## src/rtl/barrel_8_bit.sv

```systemverilog
// 8-bit barrel shifter: logical shift or rotate, left/right by 0..7, registered output.
// Latency: 1 cycle (inputs sampled on a rising edge, result on out from that edge).
// Backpressure: none; accepts a new operation every cycle, never stalls.
//
// Ports:
//   clk  - single clock, rising edge
//   rst  - synchronous active-high reset, clears out, overrides any operation
//   in   - 8-bit operand
//   n    - shift amount 0..7
//   lr   - 1 = shift/rotate left (toward MSB), 0 = right (toward LSB)
//   out  - registered result
module barrel_8_bit #(
    parameter int WIDTH  = 8,
    parameter int SHW    = 3,
    parameter bit ROTATE = 1'b0
) (
    input  logic             clk,
    input  logic             rst,
    input  logic [WIDTH-1:0] in,
    input  logic [SHW-1:0]   n,
    input  logic             lr,
    output logic [WIDTH-1:0] out
);

    // One mux stage: move x by a fixed distance k in the selected direction.
    // With ROTATE the bits pushed off one end re-enter at the other; otherwise
    // the vacated positions are zero-filled (logical, no sign extension).
    function automatic logic [WIDTH-1:0] stage_shift(
        input logic [WIDTH-1:0] x,
        input int               k,
        input logic             left
    );
        logic [WIDTH-1:0] main_part;
        logic [WIDTH-1:0] wrap_part;
        if (left) begin
            main_part = x << k;
            wrap_part = x >> (WIDTH - k);
        end else begin
            main_part = x >> k;
            wrap_part = x << (WIDTH - k);
        end
        if (ROTATE) begin
            return main_part | wrap_part;
        end
        return main_part;
    endfunction

    logic [WIDTH-1:0] w_stage0;
    logic [WIDTH-1:0] w_stage1;
    logic [WIDTH-1:0] w_stage2;
    logic [WIDTH-1:0] r_out;

    // log2 network: stage i moves by 2**i when n[i] is set, else passes through.
    always_comb begin
        w_stage0 = in;
        w_stage1 = in;
        w_stage2 = in;
        w_stage0 = n[0] ? stage_shift(in,       1, lr) : in;
        w_stage1 = n[1] ? stage_shift(w_stage0, 2, lr) : w_stage0;
        w_stage2 = n[2] ? stage_shift(w_stage1, 4, lr) : w_stage1;
    end

    always_ff @(posedge clk) begin
        if (rst) begin
            r_out <= '0;
        end else begin
            r_out <= w_stage2;
        end
    end

    assign out = r_out;

endmodule

```

## config.mk

```make
export PLATFORM = sky130hd
export DESIGN_NAME = barrel_8_bit
export DESIGN_NICKNAME = d
export VERILOG_FILES = /design/src/rtl/barrel_8_bit.sv
export SDC_FILE = /design/constraint.sdc
export NUM_CORES = 1
export LEC_CHECK = 0
export BUFFER_PORTS_ARGS = -buffer_cell sky130_fd_sc_hd__buf_4
export CAP_MARGIN = 30
export CORE_MARGIN = 2
export CORE_UTILIZATION = 43
export DETAILED_ROUTE_END_ITERATION = 6
export PLACE_DENSITY_LB_ADDON = 0.15
export SYNTH_ARGS = -nofsm -noshare
export SYNTH_HDL_FRONTEND = slang
export SYNTH_SLANG_ARGS = --single-unit
```

## constraint.sdc

```tcl
create_clock -name clk -period 1.3 [get_ports clk]
set_clock_uncertainty 0.15 [all_clocks]
set_input_delay 0.195 -clock clk [delete_from_list [all_inputs] [get_ports clk]]
set_output_delay 0.195 -clock clk [all_outputs]
set_load 0.1 [all_outputs]
```

==> load_flow_metrics.sql, run 1 <==
INSERT INTO impl_metrics (metric_group, metric, value, unit) VALUES
('outcome', 'result_of_the_run', 'complete, no violations', ''),
('placed_design', 'placed_area', '870', 'um2'),
('power_and_ir_drop', 'cell_internal_pwr', '0.504', 'mW'),
('layout', 'mostFrequentLayoutCell', 'sky130_fd_sc_hd__buf_4', ''),
('route', 'routed_wl', '1.61', 'mm'),
('clock_tree', 'cts.htree.levels', '1', ''),
('layout', 'largest_reg_flops', '8', ''),
('sta', 'layout_min_cycle_time', '1.19', 'ns'),
('placed_design', 'hpwl_reported_at_the_end_of_detailed_placement', '1.28', 'mm'),
('worst_setup_path', 'cpMaxStageDelayCell', 'sky130_fd_sc_hd__dfxtp_1', ''),
('route', 'vias', '674', ''),
('synthesis', 'synth_seq_cells', '8', ''),
('layout', 'fin_nets', '119', ''),
('clock_tree', 'buffer_levels_on_the_longest_clock_path', '2', ''),
('floorplan', 'floorplan.rows', '13', ''),
('route', 'antenna_left', '0', ''),
('placed_design', 'numPlacedInstances', '115', ''),
('clock_tree', 'cts.clk_slew.worst_paths', '0.05', 'ns'),
('sta', 'finalSetupViolCount', '0', ''),
('clock_tree', 'cts_hold_buffers', '0', ''),
('synthesis', 'share_of_synthesized_area_occupied_by_flip_flops_and_latches', '24.9', '%'),
('job', 'max_cap_violations', '0', ''),
('grt', 'number_of_antenna_violations_at_the_first_check_in_global_routing', '0', ''),
('layout', 'filler_free_cell_count_of_the_finished_design', '118', ''),
('synthesis', 'postSynthCellCount', '75', ''),
('floorplan', 'design.core.area', '1350', 'um2'),
('placed_design', 'portBuffers', '21', ''),
('floorplan', 'boundaryPins', '22', ''),
('floorplan', 'width_of_the_die', '42.7', 'um'),
('worst_setup_path', 'path_buf_inv', '1', ''),
('grt', 'wire_length_of_the_first_global_routing_pass', '2.74', 'mm'),
('worst_setup_path', 'crit_type', 'reg -> out', ''),
('floorplan', 'die_area', '1820', 'um2'),
('floorplan', 'floorplan.die.height', '42.7', 'um'),
('power_and_ir_drop', 'share_comb_of_total_power', '45.2', '%'),
('clock_tree', 'cts_post_setup_buffers_inserted', '0', ''),
('power_and_ir_drop', 'power_frac_clock', '22.3', '%'),
('power_and_ir_drop', 'part_of_the_total_power_dissipated_in_sequential_elements', '32.5', '%'),
('power_and_ir_drop', 'power_leakage', '0.403', 'nW'),
('power_and_ir_drop', 'worst_ir_drop_vdd', '0.799', 'mV'),
('sta', 'finalHoldViolations', '0', ''),
('synthesis', 'post_synth_num_cell_types', '26', ''),
('worst_setup_path', 'worst_ep_arrival_time', '0.85', 'ns'),
('grt', 'gr-total-overflow', '0', ''),
('worst_setup_path', 'critPathCaptureType', 'output port', ''),
('grt', 'globalRouteTotalUtil', '19.7', '%'),
('grt', 'grt_start_max_net_pins', '18', ''),
('sta', 'timing_max_transition_violations_final', '0', ''),
('sta', 'final.hold.worst_slack', '0.107', 'ns'),
('sta', 'grt_setup_unrepaired', 'false', ''),
('clock_tree', 'cts_bufs_inserted', '3', ''),
('power_and_ir_drop', 'power_per_cell_area', '921', 'nW/um2'),
('worst_setup_path', 'critPathLaunchType', 'register', ''),
('synthesis', 'yosysWarningCount', '0', ''),
('worst_setup_path', 'cp_max_fo', '1', ''),
('min_path', 'min_path_type', 'in -> reg', ''),
('power_and_ir_drop', 'p_sw', '0.318', 'mW'),
('layout', 'n_antenna_cell', '0', ''),
('sta', 'timing.fmax', '840', 'MHz'),
('clock_tree', 'clock-sinks', '8', ''),
('sta', 'worstMarginPinSlew', '0.279', 'ns'),
('worst_setup_path', 'critPathTopFamily', 'flip-flops', ''),
('clock_tree', 'cts_tree', 'done', ''),
('synthesis', 'mappedNetlistArea', '643', 'um2'),
('route', 'detailedRoute.firstPassIterationCount', '4', ''),
('route', 'routed_wire_length_per_instance', '13.7', 'um'),
('placed_design', 'gp_routability_congestion', '0.820', ''),
('clock_tree', 'cts_resized', '0', ''),
('worst_setup_path', 'critical_path_cell_sequence', 'buf_4', ''),
('synthesis', 'avgSynthCellArea', '8.57', 'um2'),
('route', 'post-route-drc-count', '0', '');
[cell families after synthesis]
| logic type | share of synthesized area, % |
|---|---|
| buffers and inverters | 9.92 |
| muxes | 26.1 |
| AOI/OAI and AO/OA | 26.5 |
| and+or+nand+nor | 12.6 |
| DFF | 24.9 |
[power groups by stage]
stage / sequential (mW) / combinational (mW) / clock, mW
CTS: 0.267 / 0.371 / 0.190
global route: 0.268 / 0.395 / 0.200
detailed placement: 0.272 / 0.371 / 0
floorplan: 0.393 / 0.141 / 0
finish: 0.267 / 0.371 / 0.183
global placement: 0.271 / 0.367 / 0
[worst paths after layout]
check | slack (ns) | to | from | cells after the start
max | 0.11 | out[0] | out[0]$_SDFF_PP0_ | 1
min | 0.11 | out[3]$_SDFF_PP0_ | n[2] | 3
[cells in the mapped netlist]
cell                        n  share of area, %
sky130_fd_sc_hd__clkbuf_8   1               2.1
sky130_fd_sc_hd__mux2i_1   10                16
sky130_fd_sc_hd__o22ai_1    8               7.8
sky130_fd_sc_hd__o21ai_0    1              0.78
sky130_fd_sc_hd__a31oi_1    2               1.9
sky130_fd_sc_hd__nand3b_1   1               1.2
sky130_fd_sc_hd__nand2b_1   1              0.97
sky130_fd_sc_hd__buf_6      1               1.8
sky130_fd_sc_hd__inv_1      2               1.2
sky130_fd_sc_hd__nor2_1     7               4.1
sky130_fd_sc_hd__a22oi_1    1               1.2
sky130_fd_sc_hd__buf_2      4               3.1
sky130_fd_sc_hd__a311oi_1   1               1.4
sky130_fd_sc_hd__buf_1      1              0.58
sky130_fd_sc_hd__buf_4      1               1.2
sky130_fd_sc_hd__a211oi_1   5               5.8
sky130_fd_sc_hd__mux2_2     2               3.5
sky130_fd_sc_hd__nor3_1     1              0.78
sky130_fd_sc_hd__o221ai_2   1               2.3
sky130_fd_sc_hd__mux4_2     2               7.0
sky130_fd_sc_hd__or2_2      1              0.97
sky130_fd_sc_hd__dfxtp_1    8                25
sky130_fd_sc_hd__nand2_1    4               2.3
sky130_fd_sc_hd__a21oi_1    5               3.9
sky130_fd_sc_hd__nand3_1    3               2.3
sky130_fd_sc_hd__a21oi_2    1               1.4
[per-stage QoR]
stage / setup TNS [ns] / utilization (%) / setup WS [ns] / total power, mW
after floorplan: -0.0223 / - / -0.0154 / 0.534
after global placement: -0.528 / 64.4 / -0.0999 / 0.638
after detailed placement: -0.604 / 64.4 / -0.115 / 0.642
after CTS: 0 / 66.1 / 0.0959 / 0.828
after global routing: 0 / 66.1 / 0.0590 / 0.863
final: 0 / 66.1 / 0.110 / 0.821
[per-layer routing]
metal  vias up  global-route usage (%)  wire length, um
met5         -                       0                0
met4         0                    5.63                4
met3         2                    6.81               82
met2        21                    32.1              784
met1       310                    24.3              743
li1        341                       -                -
[cell type report]
class | instances | area [um2] | area share (%)
clock buffer | 3 | 22.5 | 2.52
inverter | 2 | 7.51 | 0.842
sequential | 8 | 160 | 18.0
multi-input combinational | 57 | 423 | 47.4
timing repair buffer | 33 | 260 | 29.2
tap | 15 | 18.8 | 2.10
No activity file was read; power rests on OpenSTA's default activity.
==> run 2, diff against run 1 <==
- ABC_CLOCK_PERIOD_IN_PS: default -> 1300
- BUFFER_PORTS_ARGS: -buffer_cell sky130_fd_sc_hd__buf_4 -> -buffer_cell sky130_fd_sc_hd__buf_2
- MAX_ROUTING_LAYER: default -> met4
==> load_flow_metrics.sql, run 2 (synthesized netlist as in run 1, its figures left out) <==
INSERT INTO impl_metrics (metric_group, metric, value, unit) VALUES
('route', 'post-route-drc-count', '0', ''),
('floorplan', 'width_of_the_die', '42.7', 'um'),
('power_and_ir_drop', 'power_leakage', '0.423', 'nW'),
('route', 'detailedRoute.firstPassIterationCount', '4', ''),
('worst_setup_path', 'path_buf_inv', '1', ''),
('sta', 'finalSetupViolCount', '0', ''),
('worst_setup_path', 'critPathCaptureType', 'register', ''),
('grt', 'globalRouteTotalUtil', '20.7', '%'),
('worst_setup_path', 'worst_ep_arrival_time', '1.20', 'ns'),
('layout', 'n_antenna_cell', '0', ''),
('worst_setup_path', 'critical_path_cell_sequence', 'buf_2, mux2_2, a31oi_1, o22ai_1', ''),
('route', 'routed_wl', '1.68', 'mm'),
('sta', 'timing.setup.tns', '0', 'ns'),
('floorplan', 'floorplan.initialDensity', '47.6', '%'),
('clock_tree', 'cts_bufs_inserted', '3', ''),
('sta', 'slew_headroom', '78.5', '%'),
('sta', 'timing.fmax', '815', 'MHz'),
('route', 'iteration_0_drc_count_of_the_detailed_router', '25', ''),
('grt', 'gr-total-overflow', '0', ''),
('worst_setup_path', 'crit_type', 'in -> reg', ''),
('floorplan', 'die_area', '1820', 'um2'),
('layout', 'largest_reg_flops', '8', ''),
('layout', 'area_growth_syn_to_layout', '50.2', '%'),
('placed_design', 'hpwl_reported_at_the_end_of_detailed_placement', '1.34', 'mm'),
('clock_tree', 'buffer_levels_on_the_longest_clock_path', '2', ''),
('sta', 'finalCritPeriodShare', '94.4', '%'),
('sta', 'grt_setup_unrepaired', 'false', ''),
('worst_setup_path', 'cpMaxStageDelayCell', 'sky130_fd_sc_hd__mux2_2', ''),
('placed_design', 'portBuffers', '21', ''),
('power_and_ir_drop', 'worst_ir_drop_vdd', '0.577', 'mV'),
('floorplan', 'floorplan.die.height', '42.7', 'um'),
('clock_tree', 'cts.htree.levels', '1', ''),
('job', 'max_cap_violations', '0', ''),
('route', 'vias', '702', ''),
('worst_setup_path', 'critPathTopFamily', 'multiplexers', ''),
('floorplan', 'boundaryPins', '22', ''),
('grt', 'wire_length_of_the_first_global_routing_pass', '2.77', 'mm'),
('sta', 'worstMarginPinSlew', '0.323', 'ns'),
('worst_setup_path', 'critPathLaunchType', 'input pin', ''),
('clock_tree', 'cts_post_setup_buffers_inserted', '0', ''),
('sta', 'finalHoldViolations', '0', ''),
('sta', 'final.hold.worst_slack', '0.0979', 'ns'),
('grt', 'grt_start_max_net_pins', '19', ''),
('worst_setup_path', 'timing.critical_path.required', '1.28', 'ns'),
('clock_tree', 'cts_hold_buffers', '0', ''),
('grt', 'number_of_global_route_vias_before_repair', '635', ''),
('grt', 'number_of_antenna_violations_at_the_first_check_in_global_routing', '0', ''),
('layout', 'drive_above_1_share', '43.8', '%'),
('clock_tree', 'cts.clk_slew.worst_paths', '0.05', 'ns'),
('worst_setup_path', 'critical-path-max-stage-delay', '0.37', 'ns'),
('outcome', 'result_of_the_run', 'complete, no violations', ''),
('route', 'antenna_left', '0', ''),
('clock_tree', 'cts_resized', '0', ''),
('clock_tree', 'cts_tree', 'done', ''),
('clock_tree', 'clock-sinks', '8', ''),
('power_and_ir_drop', 'power_per_cell_area', '892', 'nW/um2'),
('route', 'routed_wire_length_per_instance', '14.0', 'um'),
('layout', 'fin_nets', '121', ''),
('placed_design', 'gp_routability_congestion', '0.900', ''),
('sta', 'timing_max_transition_violations_final', '0', ''),
('route', 'detail_route.vias_per_cell', '5.85', ''),
('worst_setup_path', 'cp_max_fo', '18', ''),
('clock_tree', 'cts_root_buf', 'sky130_fd_sc_hd__clkbuf_4', ''),
('sta', 'layout_min_cycle_time', '1.23', 'ns'),
('layout', 'most-common-layout-cells', 'sky130_fd_sc_hd__buf_2, sky130_fd_sc_hd__buf_4, sky130_fd_sc_hd__mux2i_1', ''),
('floorplan', 'floorplan.rows', '13', ''),
('min_path', 'min_path_type', 'in -> reg', ''),
('layout', 'nFillCells', '106', ''),
('floorplan', 'design.core.area', '1350', 'um2');
run 2: cell types whose count changed in the layout (fill, tap and decap cells not counted):
| cell | previous run | this run |
|---|---|---|
| sky130_fd_sc_hd__buf_2 | 0 | 13 |
| sky130_fd_sc_hd__buf_4 | 32 | 13 |
| sky130_fd_sc_hd__buf_12 | 1 | 8 |
| sky130_fd_sc_hd__buf_6 | 0 | 1 |
run 2: layout make-up:
type / count / area (um2) / area share [%]
clock buffer: 3 / 22.5 / 2.33
inverter: 2 / 7.51 / 0.777
multi-input combinational: 57 / 423 / 43.8
sequential: 8 / 160 / 16.6
tap: 15 / 18.8 / 1.94
timing repair buffer: 35 / 334 / 34.6
run 2: per-layer routing:
metal	track usage, %	vias up	share of wire [%]
li1	-	347	-
met1	28.1	324	45
met2	28.5	26	46
met3	7.66	5	7.1
met4	6.25	0	1.5
met5	-	-	0
run 2: worst paths after layout:
path / from / to / cells past startpoint
setup / recovery: n[0] / out[5]$_SDFF_PP0_ / 4
hold / removal: n[2] / out[3]$_SDFF_PP0_ / 3
run 2: through the flow:
stage                     setup WS [ns]  std cells  utilization [%]  instance area, um2  power (mW)
after floorplan                 -0.0154         75                -                 659       0.534
after global placement           -0.149        117             69.6                 940       0.676
after detailed placement         -0.177        117             69.6                 940       0.681
after CTS                        0.0931        120             71.3                 962       0.869
after global routing            0.00123        120             71.5                 966       0.907
final                            0.0733        120             71.5                 966       0.861
run 2: power breakdown:
part | switching (mW) | total [mW] | leakage, nW | internal [mW]
clock | 0.0765 | 0.182 | 0.0138 | 0.105
sequential | 0.0133 | 0.276 | 0.0658 | 0.263
combinational | 0.237 | 0.403 | 0.343 | 0.166
total | 0.327 | 0.861 | 0.423 | 0.535
==> run 3, diff against run 2 <==
- SETUP_SLACK_MARGIN: default -> 0.4
==> load_flow_metrics.sql, run 3 (synthesized netlist as in run 1, its figures left out) <==
INSERT INTO impl_metrics (metric_group, metric, value, unit) VALUES
('worst_setup_path', 'path_buf_inv', '1', ''),
('worst_setup_path', 'critPathCaptureType', 'output port', ''),
('floorplan', 'floorplan.initialDensity', '47.6', '%'),
('grt', 'number_of_antenna_violations_at_the_first_check_in_global_routing', '0', ''),
('route', 'post-route-drc-count', '0', ''),
('layout', 'n_antenna_cell', '0', ''),
('grt', 'number_of_global_route_vias_before_repair', '694', ''),
('layout', 'largest_reg_flops', '8', ''),
('job', 'max_cap_violations', '0', ''),
('clock_tree', 'clock-sinks', '8', ''),
('route', 'vias', '782', ''),
('worst_setup_path', 'critPathLaunchType', 'register', ''),
('grt', 'wire_length_of_the_first_global_routing_pass', '3.33', 'mm'),
('route', 'routed_wl', '2.09', 'mm'),
('clock_tree', 'cts_tree', 'done', ''),
('clock_tree', 'cts_hold_buffers', '0', ''),
('placed_design', 'portBuffers', '21', ''),
('floorplan', 'die_area', '1820', 'um2'),
('clock_tree', 'cts.htree.levels', '1', ''),
('clock_tree', 'buffer_levels_on_the_longest_clock_path', '2', ''),
('worst_setup_path', 'critical_path_cell_sequence', 'buf_12', ''),
('layout', 'mostFrequentLayoutCell', 'sky130_fd_sc_hd__buf_4', ''),
('layout', 'finish.utilization', '81.3', '%'),
('floorplan', 'floorplan.die.height', '42.7', 'um'),
('sta', 'layout_min_cycle_time', '1.13', 'ns'),
('floorplan', 'boundaryPins', '22', ''),
('floorplan', 'floorplan.rows', '13', ''),
('grt', 'gr-total-overflow', '0', ''),
('route', 'detail_route.vias_per_cell', '6.36', ''),
('sta', 'worstMarginPinSlew', '0.279', 'ns'),
('sta', 'finalCritPeriodShare', '86.7', '%'),
('clock_tree', 'cts_post_setup_buffers_inserted', '0', ''),
('clock_tree', 'cts_root_buf', 'sky130_fd_sc_hd__clkbuf_4', ''),
('worst_setup_path', 'timing.critical_path.required', '0.95', 'ns'),
('worst_setup_path', 'critical-path-max-stage-delay', '0.36', 'ns'),
('worst_setup_path', 'cpMaxStageDelayCell', 'sky130_fd_sc_hd__dfxtp_4', ''),
('route', 'detailedRoute.firstPassIterationCount', '4', ''),
('sta', 'finalSetupViolCount', '0', ''),
('placed_design', 'gp_routability_congestion', '0.939', ''),
('route', 'iteration_0_drc_count_of_the_detailed_router', '31', ''),
('clock_tree', 'cts.clk_slew.worst_paths', '0.06', 'ns'),
('power_and_ir_drop', 'power_leakage', '0.469', 'nW'),
('layout', 'fin_nets', '124', ''),
('sta', 'slew_headroom', '81.3', '%'),
('layout', 'area_growth_syn_to_layout', '70.6', '%'),
('placed_design', 'hpwl_reported_at_the_end_of_detailed_placement', '1.48', 'mm'),
('layout', 'drive_above_1_share', '58.3', '%'),
('clock_tree', 'cts_bufs_inserted', '3', ''),
('sta', 'grt_setup_unrepaired', 'true', ''),
('grt', 'globalRouteTotalUtil', '24.9', '%'),
('sta', 'timing.fmax', '887', 'MHz'),
('sta', 'final.hold.worst_slack', '0.122', 'ns'),
('sta', 'timing_max_transition_violations_final', '0', ''),
('worst_setup_path', 'worst_ep_arrival_time', '0.78', 'ns'),
('grt', 'grt_start_max_net_pins', '11', ''),
('floorplan', 'design.core.area', '1350', 'um2'),
('sta', 'finalHoldViolations', '0', ''),
('layout', 'most-common-layout-cells', 'sky130_fd_sc_hd__buf_4, sky130_fd_sc_hd__mux2i_1, sky130_fd_sc_hd__buf_2', ''),
('power_and_ir_drop', 'power_per_cell_area', '832', 'nW/um2'),
('outcome', 'result_of_the_run', 'complete, no violations', ''),
('min_path', 'min_path_type', 'in -> reg', ''),
('worst_setup_path', 'crit_type', 'reg -> out', ''),
('worst_setup_path', 'critPathTopFamily', 'flip-flops', ''),
('route', 'antenna_left', '0', ''),
('floorplan', 'width_of_the_die', '42.7', 'um'),
('worst_setup_path', 'cp_max_fo', '1', ''),
('power_and_ir_drop', 'worst_ir_drop_vdd', '0.626', 'mV'),
('route', 'routed_wire_length_per_instance', '17.0', 'um');
-- run 3: cell count changes in the layout (fill, tap and decap cells not counted), moves of 2 or more --
cell	change
sky130_fd_sc_hd__dfxtp_1	-8
sky130_fd_sc_hd__dfxtp_4	+8
sky130_fd_sc_hd__buf_6	+4
sky130_fd_sc_hd__buf_2	-3
sky130_fd_sc_hd__buf_8	+2
-- run 3: layout make-up --
type | instances | area (um2)
Clock buffer | 3 | 22.5
Fill cell | 76 | 253
Inverter | 2 | 7.51
Multi-Input combinational cell | 57 | 452
Sequential cell | 8 | 190
Tap cell | 15 | 18.8
Timing Repair Buffer | 38 | 407
-- run 3: where the power goes --
group,switching [mW],internal [mW]
sequential,0.0141,0.258
combinational,0.255,0.194
clock,0.0862,0.106
-- run 3: repair_timing --
action	CTS	global route
setup endpoints to repair	16	16
gates resized for setup	15	3
pin swaps	8	2
-- run 3: stage by stage --
stage	cells	TNS, ns	power (mW)	area (um2)	setup WS, ns
2_1_floorplan	75	-0.0215	0.533	696	-0.0152
3_5_place_dp	120	-0.849	0.691	1000	-0.143
6_report	123	0	0.914	1100	0.173
3_3_place_gp	120	-0.633	0.685	1000	-0.108
4_1_cts	123	0	0.902	1090	0.171
5_1_grt	123	0	0.950	1100	0.155
-- run 3: worst paths after layout --
path                     startpoint                end  slack, ns  cells after the start
setup / recovery  out[0]$_SDFF_PP0_             out[0]       0.17                      1
hold / removal                  rst  out[0]$_SDFF_PP0_       0.12                      4
-- run 3: per-layer routing --
layer | up-vias | part of all wire (%) | track usage, %
met2 | 55 | 50 | 39.1
met3 | 10 | 7.7 | 5.11
met5 | - | 0 | -
met1 | 365 | 39 | 32.1
li1 | 352 | - | -
met4 | 0 | 3.0 | 7.50
